**src/rtl/band_loader.sv**
```systemverilog
// band_loader: streams raster pixels into FILTER_SIZE circular line banks and
// presents each vertical band top-row-first under a valid/ready handshake.
// Optional feature: define ZERO_PAD_EN to insert (FILTER_SIZE-1)/2 all-zero
// rows above and below the frame.
module band_loader #(
  parameter int IMAGE_WIDTH  = 5,
  parameter int IMAGE_HEIGHT = 5,
  parameter int FILTER_SIZE  = 3,
  parameter int PIXEL_W      = 8,
  parameter int ROW_STRIDE   = 1
) (
  input  logic                                      clk,
  input  logic                                      rst,
  input  logic                                      pix_valid,
  output logic                                      pix_ready,
  input  logic [PIXEL_W-1:0]                        pix_data,
  output logic                                      band_valid,
  input  logic                                      band_ready,
  output logic [FILTER_SIZE*IMAGE_WIDTH*PIXEL_W-1:0] row_buffer_flat,
  output logic [$clog2(IMAGE_HEIGHT+FILTER_SIZE):0] band_row,
  output logic                                      frame_done
);

  localparam int BRW = $clog2(IMAGE_HEIGHT+FILTER_SIZE) + 1;
`ifdef ZERO_PAD_EN
  localparam int PAD = (FILTER_SIZE-1)/2;
`else
  localparam int PAD = 0;
`endif
  localparam int H_EFF     = IMAGE_HEIGHT + 2*PAD;
  localparam int NUM_BANDS = (H_EFF - FILTER_SIZE)/ROW_STRIDE + 1;
  localparam int CW        = $clog2(IMAGE_WIDTH+1);
  localparam int WPW       = $clog2(FILTER_SIZE+1);
  localparam int IRW       = $clog2(IMAGE_HEIGHT+1);

  typedef enum logic [2:0] {IDLE, PAD_TOP, FILL, PRESENT, SKIP, PAD_BOT} state_t;

  state_t             state, state_d;
  logic [CW-1:0]      col;
  logic [WPW-1:0]     wp;
  logic [IRW-1:0]     in_row;
  logic [WPW-1:0]     rows_need;
  logic [BRW-1:0]     band_cnt;
  logic [BRW-1:0]     band_row_r;
  logic               frame_done_r;
  logic [PIXEL_W-1:0] bank [FILTER_SIZE][IMAGE_WIDTH];

  logic accept;
  logic row_end;
  logic last_band;
  logic rows_exhausted;

  assign accept         = pix_valid && pix_ready;
  assign row_end        = accept && (col == CW'(IMAGE_WIDTH-1));
  assign last_band      = (band_cnt == BRW'(NUM_BANDS-1));
  assign rows_exhausted = (in_row == IRW'(IMAGE_HEIGHT));
  assign band_row       = band_row_r;
  assign frame_done     = frame_done_r;

  function automatic logic [WPW-1:0] wp_inc(input logic [WPW-1:0] p);
    return (p == WPW'(FILTER_SIZE-1)) ? '0 : p + WPW'(1);
  endfunction

  // State register
  always_ff @(posedge clk or posedge rst) begin
    if (rst) state <= IDLE;
    else     state <= state_d;
  end

  // Next-state and handshake decode from registered state
  always_comb begin
    state_d    = state;
    pix_ready  = 1'b0;
    band_valid = 1'b0;
    case (state)
      IDLE: begin
`ifdef ZERO_PAD_EN
        state_d = (PAD > 0) ? PAD_TOP : FILL;
`else
        state_d = FILL;
`endif
      end
      PAD_TOP: begin
        if (rows_need == WPW'(1)) state_d = FILL;
      end
      FILL: begin
        pix_ready = 1'b1;
        if (row_end) begin
          if (rows_need == WPW'(1)) state_d = PRESENT;
`ifdef ZERO_PAD_EN
          else if (in_row == IRW'(IMAGE_HEIGHT-1)) state_d = PAD_BOT;
`endif
        end
      end
      PRESENT: begin
        band_valid = 1'b1;
        if (band_ready) begin
          if (last_band) state_d = SKIP;
`ifdef ZERO_PAD_EN
          else if (rows_exhausted) state_d = PAD_BOT;
`endif
          else state_d = FILL;
        end
      end
      SKIP: begin
        pix_ready = !rows_exhausted;
        if (rows_exhausted) state_d = IDLE;
      end
      PAD_BOT: begin
        if (rows_need == WPW'(1)) state_d = PRESENT;
      end
      default: state_d = IDLE;
    endcase
  end

  // Counters, pointers and line-bank writes
  always_ff @(posedge clk or posedge rst) begin
    if (rst) begin
      col          <= '0;
      wp           <= '0;
      in_row       <= '0;
      rows_need    <= '0;
      band_cnt     <= '0;
      band_row_r   <= '0;
      frame_done_r <= 1'b0;
      for (int unsigned i = 0; i < FILTER_SIZE; i++)
        for (int unsigned j = 0; j < IMAGE_WIDTH; j++)
          bank[WPW'(i)][CW'(j)] <= '0;
    end else begin
      frame_done_r <= (state == SKIP) && rows_exhausted;
      case (state)
        IDLE: begin
          col        <= '0;
          wp         <= '0;
          in_row     <= '0;
          band_cnt   <= '0;
          band_row_r <= '0;
          rows_need  <= (PAD > 0) ? WPW'(PAD) : WPW'(FILTER_SIZE);
        end
        PAD_TOP: begin
          for (int unsigned j = 0; j < IMAGE_WIDTH; j++) bank[wp][CW'(j)] <= '0;
          wp        <= wp_inc(wp);
          // the last top pad row hands over to FILL with the image rows still owed
          rows_need <= (rows_need == WPW'(1)) ? WPW'(FILTER_SIZE-PAD) : rows_need - WPW'(1);
        end
        FILL: begin
          if (accept) begin
            bank[wp][col] <= pix_data;
            if (row_end) begin
              col       <= '0;
              wp        <= wp_inc(wp);
              in_row    <= in_row + IRW'(1);
              rows_need <= rows_need - WPW'(1);
            end else begin
              col <= col + CW'(1);
            end
          end
        end
        PRESENT: begin
          if (band_ready) begin
            band_cnt   <= band_cnt + BRW'(1);
            band_row_r <= band_row_r + BRW'(ROW_STRIDE);
            rows_need  <= WPW'(ROW_STRIDE);
          end
        end
        SKIP: begin
          if (accept) begin
            if (row_end) begin
              col    <= '0;
              in_row <= in_row + IRW'(1);
            end else begin
              col <= col + CW'(1);
            end
          end
        end
        PAD_BOT: begin
          for (int unsigned j = 0; j < IMAGE_WIDTH; j++) bank[wp][CW'(j)] <= '0;
          wp        <= wp_inc(wp);
          rows_need <= rows_need - WPW'(1);
        end
        default: ;
      endcase
    end
  end

  // Slot i reads bank (wp+i) mod FILTER_SIZE so the oldest row comes first
  always_comb begin
    row_buffer_flat = '0;
    for (int unsigned i = 0; i < FILTER_SIZE; i++) begin : slot
      int unsigned    idx;
      logic [WPW-1:0] sel_b;
      idx = int'(wp) + i;
      if (idx >= FILTER_SIZE) idx = idx - FILTER_SIZE;
      sel_b = WPW'(idx);
      for (int unsigned j = 0; j < IMAGE_WIDTH; j++)
        row_buffer_flat[(i*IMAGE_WIDTH+j)*PIXEL_W +: PIXEL_W] = bank[sel_b][CW'(j)];
    end
  end

endmodule

```
**config.mk**
```make
export PLATFORM = sky130hd
export DESIGN_NAME = band_loader
export DESIGN_NICKNAME = d
export VERILOG_FILES = /design/src/rtl/band_loader.sv
export SDC_FILE = /design/constraint.sdc
export NUM_CORES = 1
export LEC_CHECK = 0
export CAP_MARGIN = 20
export CORE_MARGIN = 2
export CORE_UTILIZATION = 35
export DETAILED_ROUTE_END_ITERATION = 12
export GPL_TIMING_DRIVEN = 0
export MAX_ROUTING_LAYER = met4
export PLACE_DENSITY_LB_ADDON = 0.05
export SLEW_MARGIN = 10
export SYNTH_ARGS = -nofsm -noshare
export SYNTH_HDL_FRONTEND = slang
export SYNTH_SLANG_ARGS = --single-unit
```
**constraint.sdc**
```tcl
create_clock -name clk -period 10.8 [get_ports clk]
set_input_delay 1.08 -clock clk [delete_from_list [all_inputs] [get_ports clk]]
set_output_delay 1.08 -clock clk [all_outputs]
set_load 0.02 [all_outputs]
```
# Word-level counts from Yosys, hierarchy flattened
# Cells that the tools add are included.
totals:
  mem_count: 0
  in_bits: 12
  ram_bits: 0
  latch_bits: 0
  romBits: 0
  reg_bits: 142
op_classes:
  addsub: 11
  n_mul: 0
  n_eq_ne: 17
  n_lt_le_gt_ge: 10
  shifts: 0
  bitwise: 15
  div: 0
  mux: 57
  reduce_logical: 21
op_table:
  columns: ["op", "count"]
  rows:
  - ["120-bit bitwise AND", 5]
  - ["120-bit NOT", 5]
  - ["40-bit demux with 2-bit select", 6]
  - ["40-bit 2-to-1 mux", 8]
  - ["40-bit binary-select mux with 2-bit select", 3]
  - ["120-bit case mux with 2 select lines", 1]
  - ["120-bit bitwise mux", 1]
  - ["120-bit 2-to-1 mux", 1]
  - ["32-bit 2-to-1 mux", 1]
  - ["3-bit 2-to-1 mux", 10]
  - ["8-bit demux with 3-bit select", 1]
  - ["24-bit 2-to-1 mux", 1]
  - ["2-bit 2-to-1 mux", 10]
  - ["3-bit case mux with 6 select lines", 1]
  - ["16-bit 2-to-1 mux", 1]
  - ["8-bit 2-to-1 mux", 2]
  - ["4-bit case mux with 2 select lines", 2]
  - ["3-bit == test, second input constant", 4]
  - ["3-bit greater-or-equal comparator, second input constant", 4]
  - ["2-bit NOT with 3-bit output", 4]
  - ["3-bit case mux with 2 select lines", 2]
  - ["2-bit != test, second input constant", 5]
  - ["2-bit case mux with 5 select lines", 1]
  - ["4-bit by 1-bit adder with 4-bit output, second input constant", 2]
  - ["32 further kinds", 50]

# Depth between registers and ports, before layout
depth:
  depth_word: 12
  depth_mapped: 8

# Worst setup path after synthesis
# Ideal clock, no wire load.
synth_path:
  kind: "reg-to-output"
  start: "register wp[0]"
  end: "output port row_buffer_flat[100]"
  path_slack_ps: 7715
  stages_incl_launch_ff: 8
  arrival_ps: 2005
  path_cell_list: "dfrtp_1 -> inv_1 -> ha_1 -> clkbuf_1 -> buf_2 -> buf_2 -> mux2i_1 -> o21ai_0"
synth_between:
  elab_chain_cells: 7
  word_cells_on_any_way: 8
  cone_classes: "add/sub (2); order compare (1); mux (4); bitwise (1)"
synth_rtl:
  columns: ["element", "line_no", "rtl"]
  rows:
  - ["start, declared", "40", "logic [WPW-1:0] wp;"]
  - ["start signal, assigned", "142", "wp <= wp_inc(wp);"]
  - ["start signal, assigned", "151", "wp <= wp_inc(wp);"]
  - ["start signal, assigned", "178", "wp <= wp_inc(wp);"]
  - ["2-bit by 2-bit adder with 3-bit output *", "192", "idx = int'(wp) + i;"]
  - ["3-bit by 2-bit greater-or-equal comparator with 1-bit output / 2-bit subtractor (equally long branches)", "193", "if (idx >= FILTER_SIZE) idx = idx - FILTER_SIZE;"]
  - ["2-bit 2-to-1 mux *", "193", null]
  - ["2-bit NOT with 3-bit output (implied by the code) *", "196", "row_buffer_flat[(i*IMAGE_WIDTH+j)*PIXEL_W +: PIXEL_W] = bank[sel_b][CW'(j)];"]
  - ["40-bit binary-select mux with 2-bit select *", "196", null]
  - ["40-bit 2-to-1 mux (implied by the code) *", "196", null]
  - ["40-bit 2-to-1 mux *", null, null]
  - ["end, declared", "19", "output logic [FILTER_SIZE*IMAGE_WIDTH*PIXEL_W-1:0] row_buffer_flat,"]
# Every way passes the cells marked *; elsewhere a longest branch is shown, timed or not. The select of a mux whose other input is x is not followed.

# Worst setup path in the final report
layout_path:
  start: "register wp[0]"
  end: "output port row_buffer_flat[15]"
layout_between:
  elab_chain_cells: 6
  word_cells_on_any_way: 7
  cone_classes: "add/sub (1); order compare (1); mux (4); bitwise (1)"
layout_rtl:
  columns: ["element", "line_no"]
  rows:
  - ["2-bit subtractor / 2-bit greater-or-equal comparator (equally long branches)", "193"]
  - ["2-bit 2-to-1 mux *", "193"]
  - ["2-bit NOT with 3-bit output (implied by the code) *", "196"]
  - ["40-bit binary-select mux with 2-bit select *", "196"]
  - ["40-bit 2-to-1 mux * (2 in a row)", null]
# Marked as above.

==> qor.yml <==
critical_path:
  ff2ff_path_depth: 6
  worst-path-stages: 8
  critPathMaxFanout: 10
  critical_path.top_delay_family: "buffers and inverters"
  critical-path-slowest-cell: "clkdlybuf4s50_1"
  critical-path-max-stage-delay_ns: 0.68
  critPathArrivalTime_ns: 3.88
  critPathBufInv: 4
  critical_path.endpoint_type: "primary output"
  critPathKind: "flop to primary output"
  worst_ep_required_ns: 9.72
  worst_path_most_repeated_cell: "clkbuf_1"
  cp-start-kind: "flop"
  ordered_list_of_cells_on_the_worst_path: "inv_1 > ha_1 > clkbuf_1 > nor2b_1 > clkbuf_1 > nand2_1 > o21ai_0 > clkdlybuf4s50_1"
yosys:
  synthFlopType: "dfrtp_1"
  fraction_of_the_yosys_area_taken_by_sequential_cells: 0.412
  synth.avg_cell_area_um2: 8.51
  synth_enable_flop_cells: 0
  synth_area_mm2: 0.00863
  yosysWarningCount: 0
  synth_fp_nets: 1042
  synth_cell_types: 47
  synth_seq_cells: 142
  synthArstFlopShare: 1.00
  post_synth_inst_count: 1015
clock_tree:
  cts-buffers-inserted: 17
  clock_tree.root_cell: "clkbuf_16"
  clock_tree.htree_level_count: 4
  clock_sinks: 142
  clock_path_buffers: 2
  insertion_delay_ns: 0.43
  cts.clk_slew.worst_paths_ns: 0.06
  tritoncts: "built"
  post_cts_setup_buffer_count: 0
  post_cts_resize_count: 0
  cts-hold-fix-buffers: 0
outcome:
  status: "finished clean"
sta:
  setup_total_negative_slack_ns: 0
  clock-skew-final_ns: 0.00933
  tightestPinTransition_ns: 1.06
  relSlewSlack: 0.295
  report.final.setup_viol: 0
  layout_min_cycle_time_ns: 4.96
  max_freq_ghz: 0.202
  final-hold-violation-count: 0
  grt_setup_unrepaired: "no"
  final_min_period_over_clock_period: 0.459
  final_max_slew_violation_count: 0
placement:
  dp_hpwl_um: 23900
  gp_routability_congestion: 0.858
  port_buffers: 138
run:
  timing.max_cap.violations: 0
die:
  initial_utilization: 0.356
  fp.dieH_um: 161
  floorplan.die_area_mm2: 0.0259
  core_area_mm2: 0.0242
  floorplan.die.width_um: 161
  boundaryPins: 139
  placement_rows: 57
grt:
  largest_net_degree_at_the_start_of_global_routing: 89
  grt_use_total: 0.271
  grt.overflow.total: 0
  antenna_found_initial: 0
  grt_pass1_vias: 8344
  grt_first_pass_wirelength_um: 51700
layout:
  num-fill-cells: 2440
  drive_gt1_frac: 0.0666
  diodes: 0
  multi_input_area_mm2: 0.00456
  area.sequential_mm2: 0.00355
  layout.cells.most_common_list: "o21ai_0 (171), nand2_1 (157), dfrtp_1 (142)"
  area_growth_pct: 27.8
  post-route-util: 0.455
  layout_commonest_cell: "o21ai_0"
  finish.net_count: 1200
routing:
  detail_route.wl_per_cell_um: 22.4
  route.detailed.drc: 0
  drt_first_iter_violations: 717
  routed_wl_um: 33800
  route.vias.total: 8427
  drt-pass1-iter-count: 6
  drt.antenna.violating_nets: 0
  avgViaCountPerCell: 5.58
pwr:
  power_density_mw_per_mm2: 359
  leakage_nw: 4.49
  vdd_ir_drop_max_v: 0.000170
worst_hold_path:
  holdCritPathClass: "flop to flop"
  hold_crit_depth: 2
worst register-to-register path: cells and delay by family, from the launching register on:
| kind | cells | cell delay, ns |
|---|---|---|
| AO/OA/AOI/OAI | 1 | 0.12 |
| flip-flops | 1 | 0.43 |
| buffers and inverters | 2 | 0.78 |
| AND/OR/NAND/NOR | 3 | 0.85 |
layout make-up:
type / count / share of cell area
well taps: 324 / 0.0368
multi-input cells: 756 / 0.414
flip-flops and latches: 142 / 0.322
inverters: 19 / 0.00715
repair buffers: 139 / 0.128
plain buffers: 98 / 0.0406
clock buffers: 19 / 0.0402
clock inverters: 13 / 0.0119
per-layer routing:
metal | up-vias | track usage | part of all wire
met3 | 45 | 0.0411 | 0.054
met4 | 0 | 0.0791 | 0.022
met1 | 4147 | 0.362 | 0.45
met5 | - | - | 0
met2 | 296 | 0.429 | 0.47
li1 | 3939 | - | -
Yosys cell counts, types with 2 or more instances:
cell type	n	area, µm²
a21oi_1	7	35.0
o22ai_1	28	175
mux2i_1	121	1210
nor3_1	4	20.0
xor2_1	4	35.0
nand3_1	122	611
o21ai_2	8	70.1
inv_1	19	71.3
nor4b_2	2	30.0
buf_6	7	78.8
nand2_1	157	589
o21ai_0	171	856
nor2_1	13	48.8
dfrtp_1	142	3550
nor2b_1	7	43.8
o22a_1	2	17.5
clkbuf_1	59	221
a22o_1	4	35.0
o21ai_1	41	205
ha_1	15	188
or4_1	6	45.0
buf_1	10	37.5
nand4_1	10	62.6
nand2b_1	6	37.5
buf_2	22	110
and4b_1	2	20.0
and2_1	3	18.8
nand3_2	2	20.0
a32oi_1	2	17.5
a2bb2oi_1	2	17.5
per-stage QoR:
step | cell area [µm²] | cells | setup slack, ns | hold slack (ns) | total power [mW]
floorplan | 8630 | 1015 | 5.91 | 0.500 | 2.29
global placement | 10400 | 1477 | 3.46 | 0.521 | 3.36
detailed placement | 10500 | 1478 | 6.39 | 0.533 | 3.38
CTS | 11000 | 1510 | 5.92 | 0.551 | 3.98
global route | 11000 | 1510 | 5.69 | 0.575 | 4.18
finish | 11000 | 1510 | 5.84 | 0.545 | 3.96
path summary, 6_finish.rpt:
path,from,to,slack (ns)
max,wp[0]$_DFFE_PP0P_,row_buffer_flat[15],5.84
max in group asynchronous,rst,bank[39]$_DFFE_PP0P_,8.92
min reg2reg,band_cnt[3]$_DFFE_PP0P_,band_cnt[3]$_DFFE_PP0P_,0.54
max reg2reg,state[0]$_DFFE_PP0P_,bank[92]$_DFFE_PP0P_,8.47
min in group asynchronous,rst,rows_need[1]$_DFFE_PP0P_,1.06
min,band_cnt[3]$_DFFE_PP0P_,band_cnt[3]$_DFFE_PP0P_,0.54
flip-flops by register name, summed over array words and instances, names as in the netlist:
signal and flops:
bank 120, rows_need 2, band_row 4, state 3
band_cnt 4, in_row 3, wp 2, frame_done 1
col 3
where the power goes:
| group | total (mW) | internal (mW) | switching, mW |
|---|---|---|---|
| clock | 0.587 | 0.328 | 0.259 |
| combinational | 2.41 | 1.04 | 1.36 |
| sequential | 0.970 | 0.738 | 0.232 |
| total | 3.96 | 2.11 | 1.85 |
kinds of logic (layout without fill, tap and decap cells):
family / Yosys count / after routing / share of synthesized area
and+or+nand+nor: 343 / 343 / 0.189
AOI/OAI and AO/OA: 271 / 271 / 0.171
DFF: 142 / 142 / 0.412
muxes: 122 / 122 / 0.142
buffers and inverters: 117 / 288 / 0.0601
adders and majority gates: 15 / 15 / 0.0217
xor gates and xnor gates: 5 / 5 / 0.00507
(Power assumes the default switching activity.)
